===== src/rtl/regbank_dump_ctrl.sv =====
// Register-bank port controller: gates writeback writes (HALT latch, r0 protection)
// and streams the whole bank to the debug unit over a valid/ready handshake.
module regbank_dump_ctrl #(
   parameter int DATA_SIZE = 32,
   parameter int REG_SIZE  = 5,
   parameter int NUM_REGS  = 32
) (
   input  logic                 i_clk,
   input  logic                 i_reset_n,
   input  logic                 i_wb_reg_write,
   input  logic [REG_SIZE-1:0]  i_wb_reg,
   input  logic [DATA_SIZE-1:0] i_wb_data,
   input  logic                 i_wb_halt,
   input  logic                 i_dump_req,
   input  logic [DATA_SIZE-1:0] i_rf_rd_data,
   input  logic                 i_tx_ready,
   output logic                 o_rf_wr_en,
   output logic [REG_SIZE-1:0]  o_rf_wr_reg,
   output logic [DATA_SIZE-1:0] o_rf_wr_data,
   output logic [REG_SIZE-1:0]  o_rf_rd_addr,
   output logic [DATA_SIZE-1:0] o_tx_data,
   output logic                 o_tx_valid,
   output logic                 o_pipe_stall,
   output logic                 o_halted,
   output logic                 o_busy,
   output logic                 o_done
);

   typedef enum logic [1:0] {
      ST_IDLE,
      ST_READ,
      ST_SEND,
      ST_DONE
   } state_t;

   localparam logic [REG_SIZE-1:0] LAST_IDX = REG_SIZE'(NUM_REGS - 1);

   state_t               r_state;
   state_t               w_state_next;
   logic [REG_SIZE-1:0]  r_idx;
   logic [REG_SIZE-1:0]  w_idx_next;
   logic [DATA_SIZE-1:0] r_tx_data;
   logic                 r_halted;
   logic                 w_handshake;
   logic                 w_busy;

   assign w_busy      = (r_state == ST_READ) || (r_state == ST_SEND);
   assign w_handshake = (r_state == ST_SEND) && i_tx_ready;

   always_ff @(posedge i_clk or negedge i_reset_n) begin
      if (!i_reset_n) begin
         r_state   <= ST_IDLE;
         r_idx     <= '0;
         r_tx_data <= '0;
      end else begin
         r_state <= w_state_next;
         r_idx   <= w_idx_next;
         // Read data is captured on the edge that leaves READ and held through SEND.
         if (r_state == ST_READ) begin
            r_tx_data <= i_rf_rd_data;
         end
      end
   end

   always_ff @(posedge i_clk or negedge i_reset_n) begin
      if (!i_reset_n) begin
         r_halted <= 1'b0;
      end else if (i_wb_halt) begin
         r_halted <= 1'b1;
      end
   end

   always_comb begin
      w_state_next = r_state;
      w_idx_next   = r_idx;
      case (r_state)
         ST_IDLE: begin
            if (i_dump_req) begin
               w_idx_next   = '0;
               w_state_next = ST_READ;
            end
         end
         ST_READ: begin
            w_state_next = ST_SEND;
         end
         ST_SEND: begin
            if (w_handshake) begin
               if (r_idx == LAST_IDX) begin
                  w_state_next = ST_DONE;
               end else begin
                  w_idx_next   = r_idx + 1'b1;
                  w_state_next = ST_READ;
               end
            end
         end
         ST_DONE: begin
            w_state_next = ST_IDLE;
         end
         default: begin
            w_state_next = ST_IDLE;
         end
      endcase
   end

   // HALT in the current writeback cycle suppresses its own write before the flag registers.
   assign o_rf_wr_en   = i_wb_reg_write && (i_wb_reg != '0) && !i_wb_halt && !r_halted && !w_busy;
   assign o_rf_wr_reg  = i_wb_reg;
   assign o_rf_wr_data = i_wb_data;
   assign o_rf_rd_addr = r_idx;
   assign o_tx_data    = r_tx_data;
   assign o_tx_valid   = (r_state == ST_SEND);
   assign o_pipe_stall = (r_state != ST_IDLE);
   assign o_halted     = r_halted;
   assign o_busy       = w_busy;
   assign o_done       = (r_state == ST_DONE);

endmodule

===== config.mk =====
export PLATFORM = sky130hd
export DESIGN_NAME = regbank_dump_ctrl
export DESIGN_NICKNAME = d
export VERILOG_FILES = /design/src/rtl/regbank_dump_ctrl.sv
export SDC_FILE = /design/constraint.sdc
export NUM_CORES = 1
export LEC_CHECK = 0
export CELL_PAD_IN_SITES_DETAIL_PLACEMENT = 2
export CELL_PAD_IN_SITES_GLOBAL_PLACEMENT = 2
export CORE_MARGIN = 8
export CORE_UTILIZATION = 20
export DETAILED_ROUTE_END_ITERATION = 16
export GPL_ROUTABILITY_DRIVEN = 0
export HOLD_SLACK_MARGIN = 0.1
export PLACE_DENSITY_LB_ADDON = 0.1
export SYNTH_ARGS = -nofsm -noshare
export SYNTH_HDL_FRONTEND = slang
export SYNTH_SLANG_ARGS = --single-unit

===== constraint.sdc =====
create_clock -name i_clk -period 3 [get_ports i_clk]
set_input_delay 0.3 -clock i_clk [delete_from_list [all_inputs] [get_ports i_clk]]
set_output_delay 0.3 -clock i_clk [all_outputs]
set_load 0.1 [all_outputs]

==> summary.txt, run 1 <==
GRT
  – M1 GR Usage: under 10%
  – Global-route wire length before repair: slightly above 9 mm
  – Pin count of the biggest net entering global routing: 41
  – GR Util met3: roughly 4.5%
  – Antenna violations before repair: 0
  – Gr busiest metal: met2
  – Gr ovfl total: 0
  – GR met2 Demand/Resource: between 10% and 20%
  – Global-route usage over all layers: a little under a tenth
  – Vias in the first global route: 1575

Layout
  – Final nets: 288
  – Share of layout cells above drive strength 1: 43.69%
  – Non-filler cells, final: roughly 340
  – Layout area overhead: 38.29%
  – FF+latch area: around 1000 sq um
  – Multi-input logic area: between 600 and 700 sq um
  – Fill cells: approximately 1100
  – Final Util: between 20% and 30%
  – Antenna diode count: 0

Die
  – Num rows: 36
  – Starting density of the core: between 20% and 30%
  – Die area: roughly 13000 sq um
  – Die Width: 114.3 microns
  – Area of the core: roughly 9600 sq um
  – Boundary pin count: ~160
  – Die H: ~110 microns

Placement
  – Post-DP HPWL: 4.694 mm
  – DP Cell Count: roughly 330
  – PortBufs: 90

Routing
  – DRC Markers: 0
  – Final WL: 5.944 mm
  – DR iter-0 viols: 17
  – Wire per inst: about 18 microns
  – Vias per inst: 3.912
  – Post-route ant nets: 0
  – Initial DRT Pass Iterations: 4
  – DR vias: 1326

CTS
  – Hold-fix buffers, CTS: 0
  – Post-CTS Resized: 0
  – CTS clock-pin slew for the worst setup and hold paths: ~80 ps
  – Number of setup buffers added after CTS: 0
  – CTS H-tree lvls: 2
  – Clock tree buffer depth: 2
  – CTS tree: done
  – Clock root cell: clkbuf_8
  – CTS buffer count: 5
  – CTS sink cnt: 40
  – Clk_lat worst skew: just under 300 ps

Synth
  – Synthesized instance count: 150
  – Post-synth net total: approximately 230
  – Top FF cell, synth: dfrtp_1
  – Yosys warning total: 0
  – Yosys reg bits: 40
  – Synthesized area: around 1900 sq um
  – Netlist cell types: 24
  – Syn avg cell area: around 13 sq um
  – Post-synth ARST share: 100.0%
  – Post-synth EDFFs: 0
  – Sequential share of the synthesized area: 51.75%

Setup path
  – Setup CP Type: reg2out
  – WP data required: 2700 ps
  – Setup crit end kind: output pin
  – Critical path startpoint category: flip-flop
  – WP data arrival: around 1800 ps
  – CP max FO: 5

Job
  – Max Cap Viol: 0

Timing
  – Setup-failing EPs final: 0
  – Unrepaired setup endpoints after global routing: no
  – Final worst-path cycle share: between 70% and 80%
  – Slew Limit Fails: 0
  – Fin Hold WS: 162.4 ps
  – Tmin final: ~2100 ps
  – Setup TNS: 0 ps
  – Slew headroom: between 30% and 40%
  – Final Skew: around 4.6 ps
  – Final hold vios: 0
  – Worst-Margin Slew: around 960 ps
  – F_max: between 400 and 500 MHz

Outcome
  – Status: finished clean

Hold path
  – Hold crit path type: in2async
## final timing paths
check | from | end | slack, ps | cells after the start
worst min register to register | o_tx_data[11] | o_tx_data[11] | 500 | 1
worst max register to register | o_rf_rd_addr[0] | o_rf_rd_addr[3] | 920 | 7
max in group asynchronous | i_reset_n | o_rf_rd_addr[4] | 2250 | 1
worst min-delay path | i_reset_n | o_tx_data[9] | 160 | 1
worst max-delay path | r_state[0] | o_rf_wr_en | 890 | 4
min in group i_clk | o_tx_data[11] | o_tx_data[11] | 500 | 1
## kinds of logic after synthesis
| group | Yosys count | share of synthesized area [%] |
|---|---|---|
| simple gates | 13 | 4.140 |
| buf+inv | 45 | 16.11 |
| mux | 33 | 19.21 |
| fa+ha+maj | 7 | 4.528 |
| compound gates | 12 | 4.270 |
| flops | 40 | 51.75 |
## metrics by stage
step	area, sq um	setup slack [ps]
after detailed placement	2597	921.3
after floorplan	1949	296.2
after CTS	2675	854.0
after global routing	2675	787.2
final	2675	889.4
after global placement	2597	1001
## cell usage after synthesis (2+ instances only)
cell type / n / area share (%)
o21ai_0: 2 / 0.52
buf_2: 3 / 0.78
mux2_2: 31 / 18
nor2b_1: 2 / 0.65
mux2_1: 2 / 1.2
a21oi_1: 4 / 1.0
buf_4: 37 / 14
dfrtp_1: 40 / 52
a22o_1: 3 / 1.4
inv_1: 4 / 0.78
nor2_1: 3 / 0.58
ha_1: 7 / 4.5
## routing by layer
| layer | up-vias | wire length, microns |
|---|---|---|
| li1 | 584 | - |
| met5 | - | 0 |
| met1 | 646 | 2157 |
| met2 | 79 | 3118 |
| met4 | 0 | 106 |
| met3 | 17 | 562 |
## flip-flops by register name, indices dropped and copies added, names as in the netlist
name and cells:
o_tx_data 32, o_rf_rd_addr 5, r_state 2, o_halted 1
## worst max-delay path, stage by stage (launching register included)
cell     delay, ps
dfrtp_1        430
inv_1          110
ha_1           360
nor4b_4        290
buf_4          330
## layout by cell type, fill, tap and decap left out, drive strengths merged, types with 2 or more instances in the layout
master         synthesis  layout
a21oi                  4       4
clkbuf                 1       6
buf                   40      49
clkdlybuf4s50          0      41
dfrtp                 40      40
inv                    4       4
nor2                   3       3
o21ai                  2       2
ha                     7       7
mux2                  33      33
nor2b                  2       2
a22o                   3       3
## area by class of cell
cell class | count | area share [%]
clock buffers | 6 | 2.713
repair buffers | 90 | 29.00
clock inverters | 1 | 0.1871
well taps | 133 | 6.221
flip-flops and latches | 40 | 37.42
inverters | 4 | 0.5613
multi-input cells | 65 | 23.90
Power of run 1 is left out: the tool's default activity adds up to more than one toggle a clock period on the data nets, which glitch-free logic cannot reach.
==> inputs of run 2 (changes only) <==
--- a/config.mk
+++ b/config.mk
@@ -8,7 +8,7 @@
 export CELL_PAD_IN_SITES_DETAIL_PLACEMENT = 2
 export CELL_PAD_IN_SITES_GLOBAL_PLACEMENT = 2
 export CORE_MARGIN = 8
-export CORE_UTILIZATION = 20
+export CORE_UTILIZATION = 16
 export DETAILED_ROUTE_END_ITERATION = 16
 export GPL_ROUTABILITY_DRIVEN = 0
 export HOLD_SLACK_MARGIN = 0.1
==> constraint.sdc (replaced) <==
create_clock -name i_clk -period 1.7 [get_ports i_clk]
set_input_delay 0.17 -clock i_clk [delete_from_list [all_inputs] [get_ports i_clk]]
set_output_delay 0.17 -clock i_clk [all_outputs]
set_load 0.1 [all_outputs]
==> summary.txt, run 2 (synthesis gave the netlist of run 1 again) <==
Outcome
  – Status: finished with violations
  – Failing checks: setup timing

GRT
  – Global-route usage over all layers: ~8%
  – Antenna violations before repair: 0
  – Pin count of the biggest net entering global routing: 24
  – Vias in the first global route: between 1500 and 2000
  – Gr ovfl total: 0
  – Global-route wire length before repair: about 10 mm

CTS
  – CTS clock-pin slew for the worst setup and hold paths: approximately 50 ps
  – CTS tree: done
  – Clock tree buffer depth: 2
  – Clk_lat worst skew: 280 ps
  – Clock root cell: clkbuf_16
  – CTS sink cnt: 40
  – CTS H-tree lvls: 2
  – CTS buffer count: 5

Timing
  – Tmin final: between 1500 and 2000 ps
  – Slew headroom: approximately 70%
  – Worst setup margin: -159.6 ps
  – F_max: 537.7 MHz
  – Fin Hold WS: between 300 and 400 ps
  – Final Skew: between 6 and 7 ps
  – Unrepaired setup endpoints after global routing: yes
  – Final worst-path cycle share: 109.4%
  – Setup TNS: -632.9 ps
  – Final hold vios: 0
  – Setup-failing EPs final: 6
  – Worst-Margin Slew: 428.1 ps
  – Slew Limit Fails: 0

Die
  – Die Width: roughly 130 microns
  – Die H: about 130 microns
  – Area of the core: 11910 sq um
  – Num rows: 40
  – Starting density of the core: 16.24%
  – Boundary pin count: 155
  – Die area: roughly 16000 sq um

Routing
  – Initial DRT Pass Iterations: 4
  – DRC Markers: 0
  – Final WL: 6.205 mm
  – DR iter-0 viols: 40
  – DR vias: between 1000 and 1500
  – Post-route ant nets: 0
  – Wire per inst: between 15 and 20 microns
  – Vias per inst: between 3 and 4

Layout
  – Most frequent cells in the layout: 57 x buf_4, 41 x clkdlybuf4s50_1, 34 x dfrtp_1, 30 x mux2_2, 16 x buf_12
  – Share of layout cells above drive strength 1: roughly 56%
  – Leading cell type in the layout, fill and taps excluded: buf_4
  – Layout area overhead: 67.66%
  – Number of flip-flops in the largest register: 32
  – Final nets: ~310
  – Antenna diode count: 0

Setup path
  – Worst R2R Path Depth: 7
  – Setup crit end kind: flip-flop
  – WP data arrival: between 2000 and 2500 ps
  – WP data required: 1860 ps
  – Setup CP Type: reg2reg
  – CP max FO: 4
  – Critical path startpoint category: flip-flop
  – R2r endpoint: o_rf_rd_addr[3]
  – Reg2Reg Setup Slack: -160 ps
  – Reg-to-Reg Start: o_rf_rd_addr[0]

Job
  – Max Cap Viol: 0

Hold path
  – Hold_sp: i_wb_data[31]
  – Hold EP: o_rf_wr_data[31]
  – Hold crit path type: in2out
  – Hold depth: 0

Placement
  – Setup WS pre-CTS: -218.0 ps
  – Post-DP HPWL: 5.122 mm
  – PortBufs: 90
run 2: cell types whose count changed in the layout (fill, tap and decap cells not counted), moves of 4 or more:
cell       previous run  this run
buf_12                0        16
buf_4                48        57
clkbuf_16             0         5
clkbuf_8              5         1
dfrtp_1              40        34
run 2: stage by stage:
| step | instance area, sq um | utilization (%) | instances |
|---|---|---|---|
| 6_report | 3243 | 27.23 | 380 |
| 5_1_grt | 3243 | 27.23 | 380 |
| 4_1_cts | 3236 | 27.16 | 379 |
| 3_5_place_dp | 3020 | 25.36 | 364 |
| 3_3_place_gp | 3020 | 25.36 | 364 |
| 2_1_floorplan | 2022 | - | 150 |
run 2: how the worst max path moves through the flow:
stage,start,end,slack (ps),depth (start not counted)
after floorplan,o_halted,o_rf_wr_en,-470,2
after global placement,o_rf_rd_addr[1],o_rf_rd_addr[3],-180,7
after detailed placement,o_rf_rd_addr[1],o_rf_rd_addr[3],-220,7
after CTS,o_rf_rd_addr[0],o_rf_rd_addr[3],-200,7
after global routing,o_rf_rd_addr[0],o_rf_rd_addr[3],-230,7
final,o_rf_rd_addr[0],o_rf_rd_addr[3],-160,7
run 2: final cells by class:
class | count | area, sq um
clock buffers | 7 | 142.6
clock inverters | 1 | 7.507
fillers | 1274 | 8668
inverters | 4 | 15.01
multi-input cells | 65 | 704.4
flip-flops and latches | 40 | 1016
well taps | 147 | 183.9
repair buffers | 116 | 1174
run 2: what timing repair did:
item,in CTS,in global routing
resized for setup,5,0
endpoints found under the setup margin,6,6
setup buffers,6,1
endpoints found under the hold margin,17,0
pin swaps,5,2
hold buffers,1,0
run 2: critical path, cell delays in order (launching register included):
cell	delay (ps)
dfrtp_4	490
ha_4	170
and3_4	140
ha_4	140
nand2b_4	130
a211o_1	310
a21o_1	170
a22o_1	200
run 2: metal layers:
layer  vias to the layer above  track usage (%)  wire length [microns]
met2                        65            13.85                   3199
li1                        638                -                      -
met3                        24            2.785                    483
met5                         -                0                      0
met4                         0            3.892                    172
met1                       661            8.527                   2350
Power of run 2 is left out for the same reason.
==> inputs of run 3 (changes only) <==
--- a/config.mk
+++ b/config.mk
@@ -7,11 +7,11 @@
 export LEC_CHECK = 0
 export CELL_PAD_IN_SITES_DETAIL_PLACEMENT = 2
 export CELL_PAD_IN_SITES_GLOBAL_PLACEMENT = 2
+export CORE_ASPECT_RATIO = 0.7
 export CORE_MARGIN = 8
 export CORE_UTILIZATION = 16
 export DETAILED_ROUTE_END_ITERATION = 16
 export GPL_ROUTABILITY_DRIVEN = 0
-export HOLD_SLACK_MARGIN = 0.1
 export PLACE_DENSITY_LB_ADDON = 0.1
 export SYNTH_ARGS = -nofsm -noshare
 export SYNTH_HDL_FRONTEND = slang
==> summary.txt, run 3 (synthesis gave the netlist of run 1 again) <==
Timing
  – Tmin final: 1842 ps
  – Slew headroom: roughly 80%
  – Worst setup margin: -142.0 ps
  – Worst-Margin Slew: about 290 ps
  – Slew Limit Fails: 0
  – Final hold vios: 0
  – Final Skew: between 5 and 6 ps
  – F_max: 542.9 MHz
  – Unrepaired setup endpoints after global routing: yes
  – Setup-failing EPs final: 6
  – Final worst-path cycle share: 108.4%

CTS
  – CTS tree: done
  – Clk_lat worst skew: a little under 300 ps
  – CTS buffer count: 5
  – Clock root cell: clkbuf_16
  – CTS H-tree lvls: 2
  – CTS sink cnt: 40
  – CTS clock-pin slew for the worst setup and hold paths: approximately 60 ps
  – Clock tree buffer depth: 2

Setup path
  – Critical path startpoint category: flip-flop
  – CP max FO: 3
  – Setup crit end kind: flip-flop
  – WP data required: around 1900 ps
  – WP data arrival: roughly 2000 ps
  – Reg2Reg Setup Slack: -140 ps
  – Setup CP Type: reg2reg

Placement
  – Post-DP HPWL: roughly 5.3 mm
  – DP Cell Count: 374
  – Cell Area, Placed: around 3100 sq um
  – PortBufs: 90

Die
  – Die area: roughly 16000 sq um
  – Die Width: around 150 microns
  – Area of the core: roughly 12000 sq um
  – Starting density of the core: approximately 16%
  – Die H: 108.0 microns
  – Boundary pin count: about 160
  – Num rows: 33

Job
  – Max Cap Viol: 0

Routing
  – Wire per inst: approximately 17 microns
  – Post-route ant nets: 0
  – DR iter-0 viols: 41
  – Vias per inst: ~3.7
  – DR vias: ~1400
  – Initial DRT Pass Iterations: 2
  – DRC Markers: 0
  – Final WL: 6.641 mm

GRT
  – Vias in the first global route: between 1500 and 2000
  – Gr ovfl total: 0
  – Global-route wire length before repair: roughly 10 mm
  – Global-route usage over all layers: 8.373%
  – Antenna violations before repair: 0
  – Pin count of the biggest net entering global routing: 41

Layout
  – Number of flip-flops in the largest register: 32
  – Antenna diode count: 0
  – Share of layout cells above drive strength 1: 55.84%
  – Most frequent cells in the layout: 51 x buf_4, 41 x clkdlybuf4s50_1, 35 x dfrtp_1, 30 x mux2_2, 20 x buf_12
  – Layout area overhead: 70.63%
  – Post-route design area: between 3000 and 4000 sq um
  – Final nets: about 310
  – Leading cell type in the layout, fill and taps excluded: buf_4
  – Non-filler cells, final: ~390

Outcome
  – Failing checks: setup timing
  – Status: finished with violations

Hold path
  – Hold crit path type: in2out
[run 3: area by class of cell]
cell class | instances | area [sq um]
multi-input combinational | 65 | 719.4
fill | 1242 | 8467
tap | 157 | 196.4
clock buffer | 8 | 146.4
timing repair buffer | 114 | 1209
sequential | 40 | 1015
inverter | 4 | 15.01
[run 3: critical path, stage by stage (launching register included)]
cell      delay (ps)
dfrtp_4          490
ha_4             170
and3_4           150
ha_4             140
nand2b_4         130
a211o_1          300
a21o_1           170
a22o_1           200
[run 3: repair_timing]
action | in CTS | in global routing
hold buffers | 1 | 0
setup endpoints to repair | 6 | 6
resized for setup | 4 | 3
hold endpoints to repair | 40 | 0
setup buffers | 3 | 2
pin swaps | 5 | 3
[run 3: worst paths after layout]
kind | startpoint | to | cells past startpoint
max | o_rf_rd_addr[0] | o_rf_rd_addr[3] | 7
min in group asynchronous | i_reset_n | o_tx_data[26] | 3
min | i_wb_data[15] | o_rf_wr_data[15] | 0
max in group asynchronous | i_reset_n | o_halted | 3
min reg2reg | o_tx_data[11] | o_tx_data[11] | 1
max reg2reg | o_rf_rd_addr[0] | o_rf_rd_addr[3] | 7
[run 3: per-layer routing]
metal | global-route usage [%] | up-vias | share of wire (%)
li1 | - | 629 | -
met1 | 8.452 | 714 | 37
met2 | 14.85 | 66 | 53
met3 | 3.630 | 28 | 7.7
met4 | 4.061 | 0 | 2.6
met5 | 0 | - | 0
[run 3: stage by stage]
stage	setup slack, ps	TNS (ps)	util, %	hold slack, ps
global route	-182.0	-862.7	28.05	340.2
detailed placement	-242.2	-936.3	26.22	167.2
global placement	-179.1	-427.6	26.22	160.7
CTS	-184.5	-801.2	27.82	340.7
floorplan	-465.7	-1671	-	-125.6
finish	-142.0	-582.2	28.05	340.0
Power of run 3 is left out for the same reason.
